==> config.mk <==
export PLATFORM = sky130hd
export DESIGN_NAME = timer_unit_flat
export DESIGN_NICKNAME = d
export VERILOG_FILES = /design/src/rtl/timer_unit_if.sv /design/src/rtl/timer_unit.sv /design/src/flat_wrapper.sv
export SDC_FILE = /design/constraint.sdc
export NUM_CORES = 1
export LEC_CHECK = 0
export ABC_AREA = 1
export CORE_UTILIZATION = 30
export DETAILED_ROUTE_END_ITERATION = 16
export PLACE_DENSITY = 0.48
export REMOVE_ABC_BUFFERS = 1
export SETUP_SLACK_MARGIN = 0.02
export SKIP_CTS_REPAIR_TIMING = 1
export SYNTH_ARGS = -nofsm -noshare
export SYNTH_HDL_FRONTEND = slang
export SYNTH_SLANG_ARGS = --single-unit
==> constraint.sdc <==
create_clock -name clk -period 9.5 [get_ports clk]
set_clock_uncertainty 0.15 [all_clocks]
set_input_delay 0.95 -clock clk [delete_from_list [all_inputs] [get_ports clk]]
set_output_delay 0.95 -clock clk [all_outputs]
set_load 0.05 [all_outputs]
==> src/rtl/timer_unit_if.sv <==
// ----------------------------------------------------------------------------
// timer_unit_if
// Bus bundle between the CPU data bus (master) and the timer peripheral (slave).
// Signals:
//   STB    master->slave  strobe, held until ACK
//   WE     master->slave  1 = write, 0 = read
//   ADR    master->slave  5-bit word address
//   DAT_I  master->slave  32-bit write data
//   DAT_O  slave->master  32-bit read data, valid while ACK = 1
//   ACK    slave->master  registered acknowledge
// ----------------------------------------------------------------------------
interface timer_unit_if;
    logic        STB;
    logic        WE;
    logic [4:0]  ADR;
    logic [31:0] DAT_I;
    logic [31:0] DAT_O;
    logic        ACK;

    modport master (output STB, WE, ADR, DAT_I, input DAT_O, ACK);
    modport slave  (input STB, WE, ADR, DAT_I, output DAT_O, ACK);
endinterface

==> src/rtl/timer_unit.sv <==
// ----------------------------------------------------------------------------
// timer_unit
// Multi-channel timer peripheral. A shared prescaler divides clk into a tick.
// A free-running 32-bit tick counter and N_CH down-counting channels (one-shot
// or auto-reload) advance on that tick. Expiry sets sticky W1C flags, and a
// registered IRQ reports any flag whose interrupt enable is set.
// Ports:
//   clk    in   system clock, rising edge
//   reset  in   asynchronous, active-high
//   bus    slave modport of timer_unit_if (STB/WE/ADR/DAT_I in, DAT_O/ACK out)
//   IRQ    out  registered |(FLAG & IE)
// Register map (word address):
//   0 STATUS (W1C flags)   1 CTRL {IE,AUTO,EN}   2 TICKS   3 reserved
//   4+2i LOAD[i]           5+2i CNT[i]           others unmapped (read 0)
// ----------------------------------------------------------------------------
module timer_unit #(
    parameter int unsigned TICK_DIV = 100000,
    parameter int unsigned N_CH     = 3,
    parameter int unsigned CNT_W    = 32
) (
    input  logic         clk,
    input  logic         reset,
    timer_unit_if.slave  bus,
    output logic         IRQ
);

    localparam int unsigned PRE_W = $clog2(TICK_DIV);

    logic [PRE_W-1:0] pre_q, pre_d;
    logic             tick;

    logic [N_CH-1:0]  flag_q, flag_d, flag_set;
    logic [N_CH-1:0]  en_q, en_d;
    logic [N_CH-1:0]  auto_q, auto_d;
    logic [N_CH-1:0]  ie_q, ie_d;
    logic [31:0]      ticks_q, ticks_d;
    logic [CNT_W-1:0] load_q [N_CH];
    logic [CNT_W-1:0] load_d [N_CH];
    logic [CNT_W-1:0] cnt_q  [N_CH];
    logic [CNT_W-1:0] cnt_d  [N_CH];

    logic             ack_q;
    logic [31:0]      dat_q, rd_val;
    logic             irq_q;

    logic             acc, wr;

    // ACK is high for exactly one cycle after an access, so a held STB
    // only starts a new access every other cycle.
    assign acc = bus.STB & ~ack_q;
    assign wr  = acc & bus.WE;

    assign tick  = (pre_q == PRE_W'(TICK_DIV - 1));
    assign pre_d = tick ? '0 : pre_q + PRE_W'(1);

    // Read mux: anything not decoded (reserved, unmapped) reads as zero.
    always_comb begin
        rd_val = '0;
        case (bus.ADR)
            5'd0: rd_val[N_CH-1:0] = flag_q;
            5'd1: begin
                rd_val[N_CH-1:0]   = en_q;
                rd_val[8 +: N_CH]  = auto_q;
                rd_val[16 +: N_CH] = ie_q;
            end
            5'd2: rd_val = ticks_q;
            default: begin
                for (int i = 0; i < N_CH; i++) begin
                    if (bus.ADR == 5'(4 + 2 * i)) rd_val = 32'(load_q[i]);
                    if (bus.ADR == 5'(5 + 2 * i)) rd_val = 32'(cnt_q[i]);
                end
            end
        endcase
    end

    // Next-state: tick effects first, bus writes override them, and expiry
    // flags are OR-ed in last so a same-edge set beats a W1C.
    // NOTE: every signal driven here gets a default before any branch, so no
    // path leaves a value unassigned and no latch is inferred.
    always_comb begin
        flag_set = '0;
        en_d     = en_q;
        auto_d   = auto_q;
        ie_d     = ie_q;
        ticks_d  = ticks_q;
        load_d   = load_q;
        cnt_d    = cnt_q;
        flag_d   = flag_q;

        if (tick) ticks_d = ticks_q + 32'd1;

        for (int i = 0; i < N_CH; i++) begin
            if (tick && en_q[i]) begin
                if (cnt_q[i] > CNT_W'(1)) begin
                    cnt_d[i] = cnt_q[i] - CNT_W'(1);
                end else begin
                    flag_set[i] = 1'b1;
                    if (auto_q[i]) begin
                        cnt_d[i] = load_q[i];
                    end else begin
                        cnt_d[i] = '0;
                        en_d[i]  = 1'b0;
                    end
                end
            end
        end

        if (wr) begin
            case (bus.ADR)
                5'd0: flag_d = flag_q & ~bus.DAT_I[N_CH-1:0];
                5'd1: begin
                    en_d   = bus.DAT_I[N_CH-1:0];
                    auto_d = bus.DAT_I[8 +: N_CH];
                    ie_d   = bus.DAT_I[16 +: N_CH];
                end
                5'd2: ticks_d = bus.DAT_I;
                default: begin
                    for (int i = 0; i < N_CH; i++) begin
                        if (bus.ADR == 5'(4 + 2 * i)) load_d[i] = bus.DAT_I[CNT_W-1:0];
                        if (bus.ADR == 5'(5 + 2 * i)) begin
                            // A CNT write cancels this edge's decrement or expiry
                            // entirely, including the one-shot EN clear.
                            cnt_d[i]    = bus.DAT_I[CNT_W-1:0];
                            flag_set[i] = 1'b0;
                            en_d[i]     = en_q[i];
                        end
                    end
                end
            endcase
        end

        flag_d = flag_d | flag_set;
    end

    // NOTE: state registers use non-blocking assignments so every register
    // samples the pre-edge values of the others, independent of statement order.
    always_ff @(posedge clk or posedge reset) begin
        if (reset) begin
            pre_q   <= '0;
            flag_q  <= '0;
            en_q    <= '0;
            auto_q  <= '0;
            ie_q    <= '0;
            ticks_q <= '0;
            // NOTE: the LOAD/CNT arrays are small register files, not RAM, and
            // must come out of reset at zero, so they are reset element-wise.
            for (int i = 0; i < N_CH; i++) begin
                load_q[i] <= '0;
                cnt_q[i]  <= '0;
            end
            ack_q   <= 1'b0;
            dat_q   <= '0;
            irq_q   <= 1'b0;
        end else begin
            pre_q   <= pre_d;
            flag_q  <= flag_d;
            en_q    <= en_d;
            auto_q  <= auto_d;
            ie_q    <= ie_d;
            ticks_q <= ticks_d;
            load_q  <= load_d;
            cnt_q   <= cnt_d;
            ack_q   <= acc;
            // DAT_O carries read data only during the ACK cycle; zero otherwise.
            dat_q   <= (acc && !bus.WE) ? rd_val : '0;
            irq_q   <= |(flag_q & ie_q);
        end
    end

    assign bus.ACK   = ack_q;
    assign bus.DAT_O = dat_q;
    assign IRQ       = irq_q;

endmodule
==> src/flat_wrapper.sv <==
// flat-port wrapper written by rule: the top's interface ports become plain ports
module timer_unit_flat 
#(
    parameter int unsigned TICK_DIV = 100000,
    parameter int unsigned N_CH     = 3,
    parameter int unsigned CNT_W    = 32
)
  (clk, reset, IRQ, bus_STB, bus_WE, bus_ADR, bus_DAT_I, bus_DAT_O, bus_ACK);
  timer_unit_if bus_i ();
  input  logic clk;
  input  logic reset;
  output logic IRQ;
  input wire logic [$bits(bus_i.STB)-1:0] bus_STB;
  input wire logic [$bits(bus_i.WE)-1:0] bus_WE;
  input wire logic [$bits(bus_i.ADR)-1:0] bus_ADR;
  input wire logic [$bits(bus_i.DAT_I)-1:0] bus_DAT_I;
  output wire logic [$bits(bus_i.DAT_O)-1:0] bus_DAT_O;
  output wire logic [$bits(bus_i.ACK)-1:0] bus_ACK;
  assign bus_i.STB = bus_STB;
  assign bus_i.WE = bus_WE;
  assign bus_i.ADR = bus_ADR;
  assign bus_i.DAT_I = bus_DAT_I;
  assign bus_DAT_O = bus_i.DAT_O;
  assign bus_ACK = bus_i.ACK;
  timer_unit #(.TICK_DIV(TICK_DIV), .N_CH(N_CH), .CNT_W(CNT_W)) u_core (.clk(clk), .reset(reset), .bus(bus_i), .IRQ(IRQ));
endmodule
After elaboration in Yosys (flattened, before gate mapping). Cells that the tools add are included.

Latch bits: 0. Input port bits: 41. Register bits after elaboration: 287. Bits in read-only memories: 0. Word-level logic and storage cells: 117. Memories kept: 0. Output and inout bits: 34. RAM bits: 0.

$mul: 0. Bitwise operators: 8. Div/mod/pow operators: 0. Muxes and demuxes: 58. Reduce and logical (&&, ||, !) cells: 14. Shift operators: 0. Order comparisons: 3. Equal/unequal tests: 12. Add/subtract/negate cells: 5.

Operators by type and width (count): 2-to-1 mux 32 bit (22); 2-to-1 mux 96 bit (2); greater-than comparator 32 x 1 -> 1 bit (second input constant) (3); subtractor 32 x 1 -> 32 bit (second input constant) (3); adder 32 x 1 -> 32 bit (second input constant) (1); one-hot mux 3 bit (3 select lines) (3); one-hot mux 13 bit (2 select lines) (1); 2-to-1 mux 1 bit (21); equality test 5 x 3 -> 1 bit (second input constant) (4); one-hot mux 5 bit (2 select lines) (2); adder 17 x 1 -> 17 bit (second input constant) (1); equality test 17 bit (second input constant) (1); 2-to-1 mux 17 bit (1); 2-to-1 mux 3 bit (5); inequality test 4 bit (second input constant) (3); equality test 5 x 4 -> 1 bit (second input constant) (2); AND reduction 3 bit (3); bitwise AND 3 bit (2); one-hot mux 3 bit (2 select lines) (1); OR reduction 3 bit (2); equality test 5 x 1 -> 1 bit (second input constant) (1); equality test 5 x 2 -> 1 bit (second input constant) (1); logical NOT 5 bit (1); logical AND 1 bit (4); 7 further kinds (10).

Logic depth before layout (Yosys ltp).
Word-level depth: 9. Gate-level depth with buffers: 13. Gate-level depth less buffers: 12.

Least setup slack after synthesis. Ideal clock, no wire load.

Path kind: input to register. From: input bus_ADR[0]. To: register u_core.dat_q[11], in the netlist u_core.bus.DAT_O[11]. Required time: 9.218 ns. Arrival time: 2.154 ns. Library setup time: 0.132 ns. Setup slack: 7.064 ns. Path buffers: 3. Stages: 9. Path through: buf_2 -> nor2_1 -> nand3_1 -> nand3_1 -> buf_2 -> clkbuf_1 -> o21ai_0 -> o21ai_1 -> nor2_1.

Longest elaborated chain between the ends: 9. Elaborated cells on any way between the ends: 18. Those cells by class: eq/ne: 8; mux: 8; reduce/logical: 2.

Ends and longest elaborated chain: from (decl) (line flat_wrapper.sv:15) `input wire logic [$bits(bus_i.ADR)-1:0] bus_ADR;`; equality test 5 x 3 -> 1 bit (line timer_unit.sv:69) `if (bus.ADR == 5'(4 + 2 * i)) rd_val = 32'(load_q[i]);`; 2-to-1 mux 32 bit (line timer_unit.sv:69); 2-to-1 mux 32 bit (line timer_unit.sv:70) `if (bus.ADR == 5'(5 + 2 * i)) rd_val = 32'(cnt_q[i]);`; 2-to-1 mux 32 bit (line timer_unit.sv:69); 2-to-1 mux 32 bit (line timer_unit.sv:70); 2-to-1 mux 32 bit (line timer_unit.sv:69); 2-to-1 mux 32 bit (line timer_unit.sv:70); one-hot mux 5 bit (2 select lines) (*) (line timer_unit.sv:59) `case (bus.ADR)`; 2-to-1 mux 32 bit (*) (line timer_unit.sv:165) `dat_q <= (acc && !bus.WE) ? rd_val : '0;`; to (signal assigned) (line timer_unit.sv:165); to (decl) (line timer_unit.sv:43) `logic [31:0] dat_q, rd_val;`.

Every way passes the cells marked *; elsewhere a longest branch is shown, timed or not. A chain may end at the register's enable or synchronous reset.

Final worst setup path.
From: input bus_ADR[1]. To: register u_core.load_q[84] in the netlist's numbering.

Longest elaborated chain between the ends: 4. Elaborated cells on any way between the ends: 7. Those cells by class: eq/ne: 3; bitwise: 1; reduce/logical: 3.

Ends and longest elaborated chain: equality test 5 x 1 -> 1 bit, or another cell as far along (line timer_unit.sv:109) `case (bus.ADR)`; OR reduction 3 bit (no source line); NOT 1 bit (no source line); AND reduction 3 bit (no source line) (*); to (signal assigned) (line timer_unit.sv:161) `load_q <= load_d;`; to (decl) (line timer_unit.sv:37) `logic [CNT_W-1:0] load_q [N_CH];`.

Marked as above.

==> summary.md <==
| Metric | Value |
|---|---|
| Slew of the pin with the lowest slew margin | `between 1 and 1.5 ns` |
| Fin nets | `2,961` |
| Initial antenna violation count | `4` |
| Most frequent cell after synthesis | `nand2_1` |
| Post-DP HPWL | `63,080 um` |
| Starting Density | `0.3051` |
| Largest net degree at the start of global routing | `82` |
| Total clock sinks | `287` |
| Vias | `19,300` |
| Rows | `91` |
| Largest family of logic cells by synthesized area | `simple AND/OR/NAND/NOR gates` |
| Compound-Gate Fraction of Synth Area | `0.1483` |
| Top post-synthesis cells by area | `dfrtp_1 (38%), nand2_1 (19%), nor2_1 (7.3%), o21ai_0 (5.8%), inv_1 (5.3%)` |
| WS Path Type | `input pin to flop` |
| Top cells by count, synth | `nand2_1 (938), nor2_1 (367), dfrtp_1 (287), inv_1 (266), o21ai_0 (219)` |
| Residual DRC | `0` |
| CTS HTree Levels | `2` |
| Gate Count Post-Synth | `around 2,900` |
| CTS Buffer Depth | `3` |
| Fraction of layout cells with a size suffix above 1 | `0.05986` |
| VDD IR max | `0.0001113 V` |
| Die X | `253.2 um` |
| I/O Buffers | `74` |
| Outcome | `complete, no violations` |
| Wirelength, routed | `slightly above 80,000 um` |
| Mux cell area share after synthesis | `0` |
| Adder-Cell Fraction of Synth Area | `0.005288` |
| Non-filler cells, final | `3,778` |
| Synth Register Bits | `287` |
| Placed Cells | `roughly 3,700` |
| Hold Path Class | `flop to flop` |
| Async set-reset flop share out of synthesis | `1.000` |
| First-pass GRT wire length | `122,100 um` |
| Synthesized cell area | `0.01893 mm^2` |
| Wirelength per Cell | `roughly 22 um` |
| Fin crit share | `0.3969` |
| Top-area cell type share of the netlist area | `0.3794` |
| Vias per inst | `roughly 5.1` |
| Number of synthesized flops with an enable pin | `0` |
| PD cells | `167.3 mW/mm^2` |
| Fillers | `6,801` |
| Max-slew violation count | `0` |
| Routability Congestion | `roughly 1` |
| Setup Viol. Count Final | `0` |
| CTS tree | `done` |
| CP Data Arrival Time | `4.09 ns` |
| Pwr Total | `3.618 mW` |
| IO Pins | `75` |
| Maximum Capacitance Violations | `0` |
| Relative slew slack | `0.2855` |
| Syn. warnings | `0` |
| DRT Pass-1 Iters | `6` |
| Total CTS buffers | `39` |
| Starting DRT DRC Count | `1,736` |
| Final hold violation count | `0` |
| Post-synthesis to final-layout area growth | `14.26%` |
| Fmax | `between 200 and 300 MHz` |
| RSZ-0062 raised after global routing | `false` |
| Leak pwr | `just under 10 nW` |
| Number of distinct library cells after synthesis | `53` |
| Reg clk slew, reported paths | `0.06 ns` |
| Mean post-synth cell area | `6.559 um^2` |
| CP Launch Type | `input pin` |
| Simple-gate portion of the synthesized area | `0.3599` |
| Period minus WS final | `about 3.8 ns` |
| Die H | `253.2 um` |
| Synth area leader | `dfrtp_1` |
| Core ar. | `0.06205 mm^2` |
| Root Driver | `clkbuf_16` |
| Sequential share of the synthesized area | `0.3794` |
| GR Util All Layers | `0.2588` |
| Setup crit end kind | `flop` |
| Clk Latency, worst-skew pair | `0.57 ns` |
| Grt total ovfl | `0` |
| Routed Antenna Nets | `0` |
| Die area | `0.06411 mm^2` |
| CP max FO | `64` |
| TNS Setup | `0 ns` |
| Post-Synth XOR/XNOR Area | `0.02221` |
| Vias in the first global route | `18,380` |
| CP required | `9.82 ns` |
| Ys flop type | `dfrtp_1` |
==> sequential cells by signal (all words and copies together), names as in the netlist <==
register          count
u_core.cnt_q         96
u_core.load_q        96
u_core.bus.DAT_O     32
u_core.ticks_q       32
u_core.pre_q         17
u_core.auto_q         3
u_core.en_q           3
u_core.flag_q         3
u_core.ie_q           3
u_core.IRQ            1
u_core.bus.ACK        1
==> power by group <==
| part | switching [mW] | total [mW] | internal (mW) |
|---|---|---|---|
| registers | 0.145 | 1.48 | 1.33 |
| clock network | 0.598 | 1.49 | 0.891 |
| logic | 0.447 | 0.650 | 0.203 |
| total | 1.19 | 3.62 | 2.43 |
==> cells in the final DEF (no fill, tap or decap), types with 8 or more instances in the layout <==
master           netlist  routed
a21oi_1              188     188
a21oi_2                9       9
buf_4                  8      23
clkbuf_1              60       9
clkbuf_16              0      41
clkbuf_8               0      10
clkdlybuf4s50_1        0      74
clkinv_2               2       8
dfrtp_1              287     287
ha_1                   8       8
inv_1                266     265
inv_2                  9       9
nand2_1              938     936
nand2_2               14      16
nand3_1              187     187
nand3b_1               8       8
nand4_1               32      32
nor2_1               367     367
nor2_2                22      21
nor2_4                12      13
nor3_1                21      21
o211ai_1              13      13
o21ai_0              219     219
o21ai_1               69      69
xnor2_1               16      16
xor2_1                32      32
==> kinds of logic (layout without fill, tap and decap cells) <==
family | count (synthesis) | after routing
buffers and inverters | 392 | 446
other | 0 | 1
DFF | 287 | 287
xor gates and xnor gates | 48 | 48
and+or+nand+nor | 1625 | 1625
AOI/OAI and AO/OA | 526 | 526
adders and majority gates | 8 | 8
==> metal layers <==
layer / track usage / vias up / share of wire / routed length [um]
met1: 0.3519 / 9214 / 0.45 / 37120
met2: 0.4171 / 643 / 0.46 / 37700
li1: - / 9314 / - / -
met4: 0.1004 / 2 / 0.040 / 3281
met3: 0.03104 / 122 / 0.055 / 4539
met5: 0 / - / 0.00016 / 13
==> per-stage QoR <==
step | cell area, um^2 | setup slack, ns | util | hold slack, ns
floorplan | 18380 | 0.4793 | - | 0.3090
global placement | 20360 | 5.186 | 0.3280 | 0.3294
detailed placement | 20360 | 5.163 | 0.3280 | 0.3433
CTS | 21630 | 5.781 | 0.3485 | 0.3572
global route | 21630 | 5.515 | 0.3485 | 0.3844
finish | 21630 | 5.730 | 0.3486 | 0.3539
==> cell type report <==
cell class	count	area, um^2	area share
Multi-Input combinational cell	2207	10150	0.4693
Sequential cell	287	7182	0.3320
Clock buffer	60	1197	0.05536
Inverter	280	1061	0.04905
Tap cell	837	1047	0.04841
Timing Repair Buffer	97	913.4	0.04223
Clock inverter	9	75.07	0.003471
Antenna cell	1	2.502	0.0001157
==> path summary, 6_finish.rpt <==
check                                startpoint                  to  slack (ns)  depth (start not counted)
worst max-delay path                 bus_ADR[1]   u_core.load_q[84]        5.73                         11
worst min-delay path            u_core.pre_q[2]     u_core.pre_q[2]        0.35                          1
worst max register to register  u_core.pre_q[0]    u_core.cnt_q[17]        6.07                         10
worst min register to register  u_core.pre_q[2]     u_core.pre_q[2]        0.35                          1
max in group asynchronous                 reset   u_core.load_q[55]        6.89                          3
min in group asynchronous                 reset  u_core.ticks_q[17]        0.72                          2
==> worst max-delay path, cell delays in order <==
cell and delay [ns]:
clkdlybuf4s50_1 0.59, inv_1 0.07, nor2_1 0.17, nand3_2 0.44, nand3_1 0.21, buf_4 0.34, inv_2 0.33, nand3_2 0.18
buf_4 0.51, nand2_1 0.11, o21ai_1 0.11
Note: power is estimated with default switching activity, not from simulation.
